[src/rtl/otter_fetch_pkg.sv]
// Shared types and constants for the OTTER program counter and instruction fetch.
package otter_fetch_pkg;

    typedef enum logic [2:0] {
        IDLE  = 3'd0,
        REQ   = 3'd1,
        WAIT  = 3'd2,
        VALID = 3'd3,
        EXEC  = 3'd4
    } fetch_state_t;

    localparam logic [31:0] NOP_INSTR = 32'h0000_0013;
    localparam logic [31:0] PC_STEP   = 32'd4;

endpackage

[src/rtl/pc_fetch.sv]
// OTTER PC register and one-outstanding-request instruction fetch sequencer.
// Optional macro FETCH_MISALIGN_TRAP_EN: misaligned PC loads raise ir_fault instead of fetching.
module pc_fetch
    import otter_fetch_pkg::*;
#(
    parameter logic [31:0] RESET_VECTOR = 32'h0000_0000
) (
    input  logic        clk,
    input  logic        rst_n,
    input  logic [31:0] pc_din,
    input  logic        pc_we,
    output logic [31:0] pc,
    output logic [31:0] pc_plus4,
    output logic        imem_req,
    output logic [31:0] imem_addr,
    input  logic        imem_gnt,
    input  logic        imem_rvalid,
    input  logic [31:0] imem_rdata,
    output logic [31:0] ir,
    output logic        ir_valid,
    input  logic        ir_ready,
    output logic        ir_fault
);

    fetch_state_t state_q, state_d;
    logic [31:0]  pc_q, pc_d;
    logic [31:0]  addr_q, addr_d;
    logic [31:0]  ir_q, ir_d;
    logic         drop_q, drop_d;
    logic         fault_q, fault_d;
    logic         start_fetch;

    always_comb begin
        state_d     = state_q;
        pc_d        = pc_q;
        addr_d      = addr_q;
        ir_d        = ir_q;
        drop_d      = drop_q;
        fault_d     = fault_q;
        start_fetch = 1'b0;

        if (pc_we) begin
`ifdef FETCH_MISALIGN_TRAP_EN
            pc_d = pc_din;
`else
            pc_d = pc_din & 32'hFFFF_FFFC;
`endif
        end

        case (state_q)
            IDLE:  start_fetch = 1'b1;
            REQ: begin
                // The in-flight request keeps its address; its response is marked stale.
                if (pc_we) drop_d = 1'b1;
                if (imem_gnt) state_d = WAIT;
            end
            WAIT: begin
                if (imem_rvalid) begin
                    if (drop_q || pc_we) begin
                        drop_d      = 1'b0;
                        start_fetch = 1'b1;
                    end else begin
                        ir_d    = imem_rdata;
                        state_d = VALID;
                    end
                end else if (pc_we) begin
                    drop_d = 1'b1;
                end
            end
            VALID: begin
                if (pc_we)         start_fetch = 1'b1;
                else if (ir_ready) state_d     = EXEC;
            end
            EXEC:    if (pc_we) start_fetch = 1'b1;
            default: state_d = IDLE;
        endcase

        // Begin a fetch from the PC value being committed this cycle.
        if (start_fetch) begin
`ifdef FETCH_MISALIGN_TRAP_EN
            if (pc_d[1:0] != 2'b00) begin
                state_d = VALID;
                ir_d    = NOP_INSTR;
                fault_d = 1'b1;
            end else
`endif
            begin
                state_d = REQ;
                addr_d  = pc_d;
            end
        end

        if (state_d != VALID) fault_d = 1'b0;
    end

    always_ff @(posedge clk or negedge rst_n) begin
        if (!rst_n) begin
            state_q <= IDLE;
            pc_q    <= RESET_VECTOR;
            addr_q  <= RESET_VECTOR;
            ir_q    <= NOP_INSTR;
            drop_q  <= 1'b0;
            fault_q <= 1'b0;
        end else begin
            state_q <= state_d;
            pc_q    <= pc_d;
            addr_q  <= addr_d;
            ir_q    <= ir_d;
            drop_q  <= drop_d;
            fault_q <= fault_d;
        end
    end

    assign pc        = pc_q;
    assign pc_plus4  = pc_q + PC_STEP;
    assign imem_req  = (state_q == REQ);
    assign imem_addr = addr_q;
    assign ir        = ir_q;
    assign ir_valid  = (state_q == VALID);
    assign ir_fault  = fault_q;

endmodule
[config.mk]
export PLATFORM = sky130hd
export DESIGN_NAME = pc_fetch
export DESIGN_NICKNAME = d
export VERILOG_FILES = /design/src/rtl/otter_fetch_pkg.sv /design/src/rtl/pc_fetch.sv
export SDC_FILE = /design/constraint.sdc
export NUM_CORES = 1
export LEC_CHECK = 0
export ABC_AREA = 1
export BUFFER_PORTS_ARGS = -buffer_cell sky130_fd_sc_hd__buf_2
export CORE_ASPECT_RATIO = 2
export CORE_MARGIN = 4
export CORE_UTILIZATION = 37
export DETAILED_ROUTE_END_ITERATION = 8
export PLACE_DENSITY_LB_ADDON = 0.15
export RECOVER_POWER = 25
export SETUP_SLACK_MARGIN = 0.15
export SYNTH_ARGS = -nofsm -noshare
export SYNTH_HDL_FRONTEND = slang
export SYNTH_SLANG_ARGS = --single-unit
[constraint.sdc]
create_clock -name clk -period 3.2 [get_ports clk]
set_input_delay 0.32 -clock clk [delete_from_list [all_inputs] [get_ports clk]]
set_output_delay 0.32 -clock clk [all_outputs]
set_load 0.02 [all_outputs]
After elaboration in Yosys (flattened, before gate mapping):

Index checks and enable logic that the tools add are counted.

* flip-flop bits (word level): 100
* input port bits: 70
* output and inout port bits: 131
* logic and storage cells: 42

* add/sub/neg operators: 1
* equality and inequality tests: 11
* muxes and demuxes: 16
* bitwise gates (word level): 1
* reductions and logical operators: 8

Operators with widths (count)
* $add A32 B3 Y32 const B: 1
* $mux W32: 1
* $mux W3: 6
* $pmux W3 S4: 1
* $ne A3 B3 Y1 const B: 3
* $eq A3 B2 Y1 const B: 2
* $mux W1: 6
* $ne A3 B1 Y1 const B: 2
* $reduce_and A6 Y1: 1
* $reduce_or A2 Y1: 2
* $eq A3 B1 Y1 const B: 1
* $eq A3 B3 Y1 const B: 1
* $logic_not A3 Y1: 1
* $ne A3 B2 Y1 const B: 1
* $pmux W1 S3: 1
* $reduce_and A3 Y1: 1
* $ne A2 B1 Y1 const B: 1
* $pmux W1 S2: 1
* $reduce_and A2 Y1: 1
* $reduce_bool A2 Y1: 1
* $logic_or A1 B1 Y1: 1
* $not A1 Y1: 1

Depth between registers and ports, before layout:

Gate-level depths: netlist (run 1).

* word-level depth: 6
* gate-level depth with buffers: 10
* gate-level depth less buffers: 10

Worst setup path after synthesis (run 1):

No wires, ideal clock.

* path type: reg-to-output
* start point: register pc_q[3] (netlist: pc[3])
* end point: output pc_plus4[20]
* arrival: 1769 ps
* data required time: 2880 ps
* slack: 1111 ps
* cell stages (with the launch flop): 6
* path buffers: 0
* path through: dfrtp_1 ha_1 nand3_1 nor3_1 nand4_1 xor2_1

* longest elaborated chain between the ends: 1

Ends and longest elaborated chain
* from (decl): line pc_fetch.sv:26 `logic [31:0] pc_q, pc_d;`
* from (signal assigned): line pc_fetch.sv:106 `pc_q <= pc_d;`
* $add A32 B3 Y32: line pc_fetch.sv:115 `assign pc_plus4 = pc_q + PC_STEP;`
* to (decl): line pc_fetch.sv:13 `output logic [31:0] pc_plus4,`

No other way between the ends.

Final worst setup path (run 1):

Ends and elaborated chain as after synthesis.

==> results of run 1 <==
-- registers in the layout (all words and copies together) (netlist names) --
register / count
ir: 32
imem_addr: 32
drop_q: 1
pc: 32
state_q: 3
-- layout make-up --
class	instances	area, um^2	area share
multi-input combinational	400	1810	0.296
clock buffer	9	225	0.0369
clock inverter	7	58.8	0.00962
sequential	100	2510	0.410
timing repair buffer	203	1030	0.168
tap	150	188	0.0307
inverter	79	297	0.0485
-- path summary, 6_finish.rpt --
kind / endpoint / cells past startpoint
setup / recovery: pc_plus4[20] / 7
hold / removal: ir[1] / 3
setup reg to reg: state_q[0] / 10
hold reg to reg: imem_addr[9] / 2
max in group asynchronous: ir[29] / 2
min in group asynchronous: imem_addr[4] / 1
-- worst max-delay path, cell delays in order, from the launching register on --
cell and delay [ns]:
dfrtp_1 0.41, ha_1 0.25, nand3_1 0.21, nor3_1 0.21
buf_4 0.19, nand4_1 0.16, xor2_1 0.21, buf_2 0.19
-- cells in the final DEF (no fill, tap or decap) --
cell,instances
nand3_2,1
clkbuf_1,2
o21ai_0,52
nor3_1,14
clkinv_2,1
clkbuf_2,1
nand4_1,4
inv_1,77
and3_1,1
dfstp_2,3
buf_2,195
a31oi_4,2
dfrtp_1,97
clkbuf_16,9
nor3_4,1
inv_8,2
conb_1,1
nor2_2,1
nand2_2,2
a31oi_1,2
buf_4,5
nand2_1,232
nor2_1,34
nand3_1,23
a21oi_1,2
inv_2,2
xor2_1,19
o21ai_1,7
clkinvlp_4,3
inv_6,1
ha_1,1
nor3b_1,1
-- synthesized netlist by cell type --
master    instances
nand2_1         232
dfrtp_1          97
inv_1            77
o21ai_0          52
nor2_1           34
nand3_1          23
xor2_1           19
nor3_1           14
clkbuf_1         10
o21ai_1           7
buf_6             5
buf_4             4
nand4_1           4
buf_2             3
dfstp_2           3
a21oi_1           2
a31oi_1           2
a31oi_4           2
inv_2             2
nand2_2           2
and3_1            1
buf_1             1
conb_1            1
ha_1              1
nand3_2           1
nor2_2            1
nor3_4            1
nor3b_1           1
-- power by group --
| part | switching [mW] | internal [mW] | total [mW] |
|---|---|---|---|
| Combinational | 1.40 | 0.634 | 2.03 |
| Sequential | 0.274 | 1.69 | 1.97 |
| Clock | 0.513 | 0.540 | 1.05 |
| Total | 2.19 | 2.87 | 5.05 |
-- per-layer routing --
layer / wire length, um / global-route usage / up-vias
li1: - / - / 2230
met1: 5070 / 0.208 / 2036
met2: 7650 / 0.360 / 204
met3: 1250 / 0.0553 / 38
met4: 556 / 0.0901 / 0
met5: 0 / 0 / -
-- metrics by stage --
| stage | std cells | instance area [um^2] | total power [mW] | hold slack, ns | worst slack (ns) |
|---|---|---|---|---|---|
| 5_1_grt | 948 | 6110 | 5.42 | 0.161 | 0.566 |
| 3_5_place_dp | 932 | 5830 | 4.05 | 0.453 | 1.13 |
| 6_report | 948 | 6110 | 5.05 | 0.171 | 0.708 |
| 4_1_cts | 948 | 6120 | 5.14 | 0.111 | 0.744 |
| 3_3_place_gp | 932 | 5830 | 4.01 | 0.448 | 1.17 |
| 2_1_floorplan | 602 | 4760 | 3.34 | 0.0244 | 1.11 |
-- cells by family after synthesis --
group                      Yosys count  share of synthesized area
DFF                                100                      0.527
other                                1                   0.000789
and+or+nand+nor                    314                      0.267
AOI/OAI and AO/OA                   65                     0.0758
buffers and inverters              102                     0.0923
xor gates and xnor gates            19                     0.0350
adders and majority gates            1                    0.00263
==> impl_metrics.csv, run 1 <==
group,metric,value,unit
cts,cts-root-buf,"clkbuf_16",
run_status,violations,"max-capacitance violations, max-slew violations",
critical_path,path_max_fanout,5,
cts,cts_resized,0,
die,die_area,0.0148,mm^2
yosys,yosys_warnings,0,
grt,grt_pass1_vias,4594,
cells_and_area,fin_util,0.487,
yosys,yosysUniqueCellTypes,28,
sta,tns,0,ns
die,coreArea,0.0126,mm^2
critical_path,reg2reg_slack,1.33,ns
route,vias,4508,
cts,clock_path_buffers,2,
worst_hold_path,worstHoldStart,"imem_rdata[1]",
critical_path,crit_path_start_kind,"register",
critical_path,cp.arrival,2.17,ns
sta,finalCritPeriodShare,0.779,
yosys,synth_area_leader_cell,"dfrtp_1",
cells_and_area,final_layout_size_suffix_gt1_frac,0.287,
cells_and_area,antenna_cells,0,
cts,clock_latency,0.34,ns
cts,htreeDepth,3,
critical_path,crit_type,"register to output port",
route,ant_nets,0,
cts,numCtsBuffers,9,
yosys,synth_area_per_cell,7.90,um^2
yosys,syn_nets,673,
yosys,synth_seq_cells,100,
die,start_util,0.379,
critical_path,cp.required,2.88,ns
critical_path,crit_path_end_kind,"output port",
cts,hold_buffers,0,
cells_and_area,nFillCells,1282,
pwr,ir_drop,0.000427,V
sta,fin_worst_skew,0.0107,ns
yosys,yosysTopAreaCellShare,0.510,
sta,fin_crit,2.49,ns
flow_run,cap_violations,1,
route,dr.pass1.iters,5,
cts,postCtsSetupBuffers,0,
yosys,seq_area_frac_synth,0.527,
die,rows,58,
sta,max_freq,401,MHz
die,io-pin-count,201,
sta,slew_viol_final,68,
route,wire_per_inst,15.3,um
yosys,ys_top_cells_by_area,"dfrtp_1, nand2_1, inv_1",
route,drc,0,
sta,maxSlewHeadroom,-0.133,
cells_and_area,syn2layout_area_growth,28.5,%
route,via_per_inst,4.76,
cts,path_clk_slew,0.07,ns
sta,worst_pin_slew,1.70,ns
pwr,cellLeakagePower,3.49,nW
yosys,syn_inst,602,
sta,final_hold_viol_count,0,
place,dp_hpwl,11.1,mm
sta,setup_violations,0,
die,dieHeight,168,um
route,finalWirelength,14.5,mm
grt,grt_pass1_wl,22.9,mm
grt,antenna_found_initial,0,
place,io_buffer_count,197,
worst_hold_path,hp-class,"input pin to register",
yosys,syn_area,0.00476,mm^2
place,routabilityCongestion,0.927,
critical_path,worstReg2RegStart,"state_q[0]",
critical_path,crit_path_start,"pc[3]",
sta,rsz0062_at_grt,"no",
grt,grt_overflow,0,
cts,clock-sinks,100,
grt,grt_max_degree,68,
grt,groute.usage.overall,0.200,
pwr,power.density,827,mW/mm^2
cts,cts_tree,"built",
route,drt-initial-drc-count,198,
run_status,status,"finished, violations left",
cells_and_area,nets,864,
die,die_x,88.2,um
No activity file was read; power rests on OpenSTA's default activity.
==> run 2: changes to the inputs <==
clock period = 2.2 ns   (was 3.2 ns; I/O delays follow)
==> run 2 against run 1 <==
The flow now finishes without violations. Largest cell class unchanged. Clock power is 55% higher. Core utilization up 3.6 points. Highest routed layer unchanged. Design area increased by 7.3%. Via count is 2.6% higher. Clock-buffer cell count is 2 higher. Setup slack got worse by 0.62 ns.
==> impl_metrics.csv, run 2 (synthesis results as in run 1) <==
group,metric,value,unit
die,start_util,0.379,
sta,rsz0062_at_grt,"yes",
place,io_buffer_count,197,
critical_path,cp.arrival,1.89,ns
sta,slew_viol_final,0,
sta,finalCritPeriodShare,0.958,
cells_and_area,final_common_cell,"nand2_1",
cells_and_area,nFillCells,1259,
sta,final_hold_viol_count,0,
cts,clock-sinks,100,
critical_path,crit_path_start,"pc[3]",
die,rows,58,
cells_and_area,fin_util,0.522,
grt,groute.usage.overall,0.206,
cts,clock_path_buffers,2,
grt,grt_use_met1,0.214,
route,dr.pass1.iters,4,
pwr,ir_drop,0.000822,V
grt,grt_max_degree,65,
die,die_area,0.0148,mm^2
cells_and_area,final_cells,971,
flow_run,cap_violations,0,
worst_hold_path,hp-class,"input pin to register",
cells_and_area,antenna_cells,0,
cells_and_area,nets,887,
cts,numCtsBuffers,9,
critical_path,rr_endpoint,"imem_addr[21]",
cells_and_area,syn2layout_area_growth,37.9,%
die,dieHeight,168,um
sta,max_freq,474,MHz
grt,grtUsageMet3,0.0622,
route,wire_per_inst,15.5,um
place,dp_hpwl,11.5,mm
cts,htreeDepth,3,
critical_path,worstReg2RegStart,"state_q[0]",
cells_and_area,final_layout_size_suffix_gt1_frac,0.362,
route,drc,0,
grt,gr-max-usage-layer,"met2",
critical_path,crit_type,"register to output port",
cts,path_clk_slew,0.07,ns
grt,grtUsageMet2,0.370,
critical_path,worstSetupEndpoint,"pc_plus4[20]",
die,io-pin-count,201,
cts,cts_tree,"built",
critical_path,path_max_fanout,4,
route,finalWirelength,15.1,mm
place,dpl.cell_count,938,
grt,grt_pass1_vias,4841,
sta,tns,0,ns
cts,cts-root-buf,"clkbuf_16",
route,ant_nets,0,
critical_path,crit_path_end_kind,"output port",
sta,setup_violations,0,
sta,maxSlewHeadroom,0.254,
run_status,status,"completed",
grt,grt_pass1_wl,23.8,mm
critical_path,cp.required,1.98,ns
critical_path,rr_worst_depth,6,
route,via_per_inst,4.76,
pwr,power.density,1150,mW/mm^2
grt,grt_overflow,0,
pwr,cellLeakagePower,3.69,nW
cells_and_area,design_area,0.00656,mm^2
sta,fin_worst_skew,0.00884,ns
die,coreArea,0.0126,mm^2
critical_path,reg2reg_slack,0.38,ns
critical_path,crit_path_start_kind,"register",
place,place_area,0.00589,mm^2
sta,fin_crit,2.11,ns
sta,worst_pin_slew,1.12,ns
route,vias,4625,
route,drt-initial-drc-count,141,
place,routabilityCongestion,1.01,
cells_and_area,mostFrequentLayoutCells,"nand2_1, buf_2, dfrtp_1, inv_1, o21ai_0",
sta,worst_hold_slack,0.0834,ns
cts,clock_latency,0.34,ns
grt,antenna_found_initial,0,
die,die_x,88.2,um
==> run 2: changes by cell type in the layout (fill, tap and decap cells not counted), sizes merged <==
cell | previous run | this run
clkinvlp | 3 | 1
dlygate4sd3 | 0 | 1
bufinv | 0 | 1
clkbuf | 12 | 15
clkinv | 1 | 2
buf | 200 | 221
inv | 82 | 80
==> run 2: final cells by class <==
| cell class | count | area (um^2) | share of cell area |
|---|---|---|---|
| sequential | 100 | 2520 | 0.384 |
| multi-input combinational | 400 | 2020 | 0.309 |
| timing repair buffer | 226 | 1230 | 0.187 |
| inverter | 79 | 299 | 0.0456 |
| clock buffer | 11 | 243 | 0.0370 |
| tap | 150 | 188 | 0.0286 |
| clock inverter | 5 | 60.1 | 0.00916 |
==> run 2: timing repair <==
| item | in CTS | in global routing |
|---|---|---|
| endpoints found under the setup margin | 18 | 24 |
| endpoints found under the hold margin | 34 | 0 |
| gates resized for setup | 16 | 55 |
| hold buffers | 1 | 0 |
| gates cloned | 0 | 0 |
| buffers inserted | 4 | 12 |
| pin swaps | 0 | 12 |
==> run 2: critical path, cell delays in order, from the launching register on <==
cell,delay [ns]
dfrtp_1,0.42
ha_4,0.18
nand3_4,0.10
nor3_4,0.20
buf_6,0.14
nand4_1,0.14
xor2_1,0.20
buf_4,0.16
==> run 2: worst min-delay path by stage <==
| stage | from | to | slack, ns | depth (start not counted) |
|---|---|---|---|---|
| 2_1_floorplan | rst_n | drop_q | -0.08 | 0 |
| 3_3_place_gp | rst_n | imem_addr[2] | 0.21 | 1 |
| 3_5_place_dp | rst_n | pc[2] | 0.22 | 1 |
| 4_1_cts | imem_rdata[1] | ir[1] | 0.07 | 3 |
| 5_1_grt | imem_rdata[1] | ir[1] | 0.07 | 3 |
| 6_report | imem_rdata[1] | ir[1] | 0.08 | 3 |
==> run 2: layer usage <==
metal,vias up,routed length [um],part of all wire
met2,183,8080,0.54
met5,-,0,0
met3,38,1230,0.081
met4,0,581,0.039
li1,2267,-,-
met1,2137,5180,0.34
==> run 2: metrics by stage <==
stage / setup slack [ns] / total power [mW]
global placement: 0.314 / 5.85
global route: 0.00302 / 8.09
CTS: 0.108 / 7.58
finish: 0.0922 / 7.52
detailed placement: 0.302 / 5.91
floorplan: 0.211 / 4.85
==> run 2: power breakdown <==
group	total (mW)	internal [mW]	switching, mW
clock	1.63	0.919	0.709
sequential	2.84	2.47	0.375
combinational	3.05	0.972	2.07
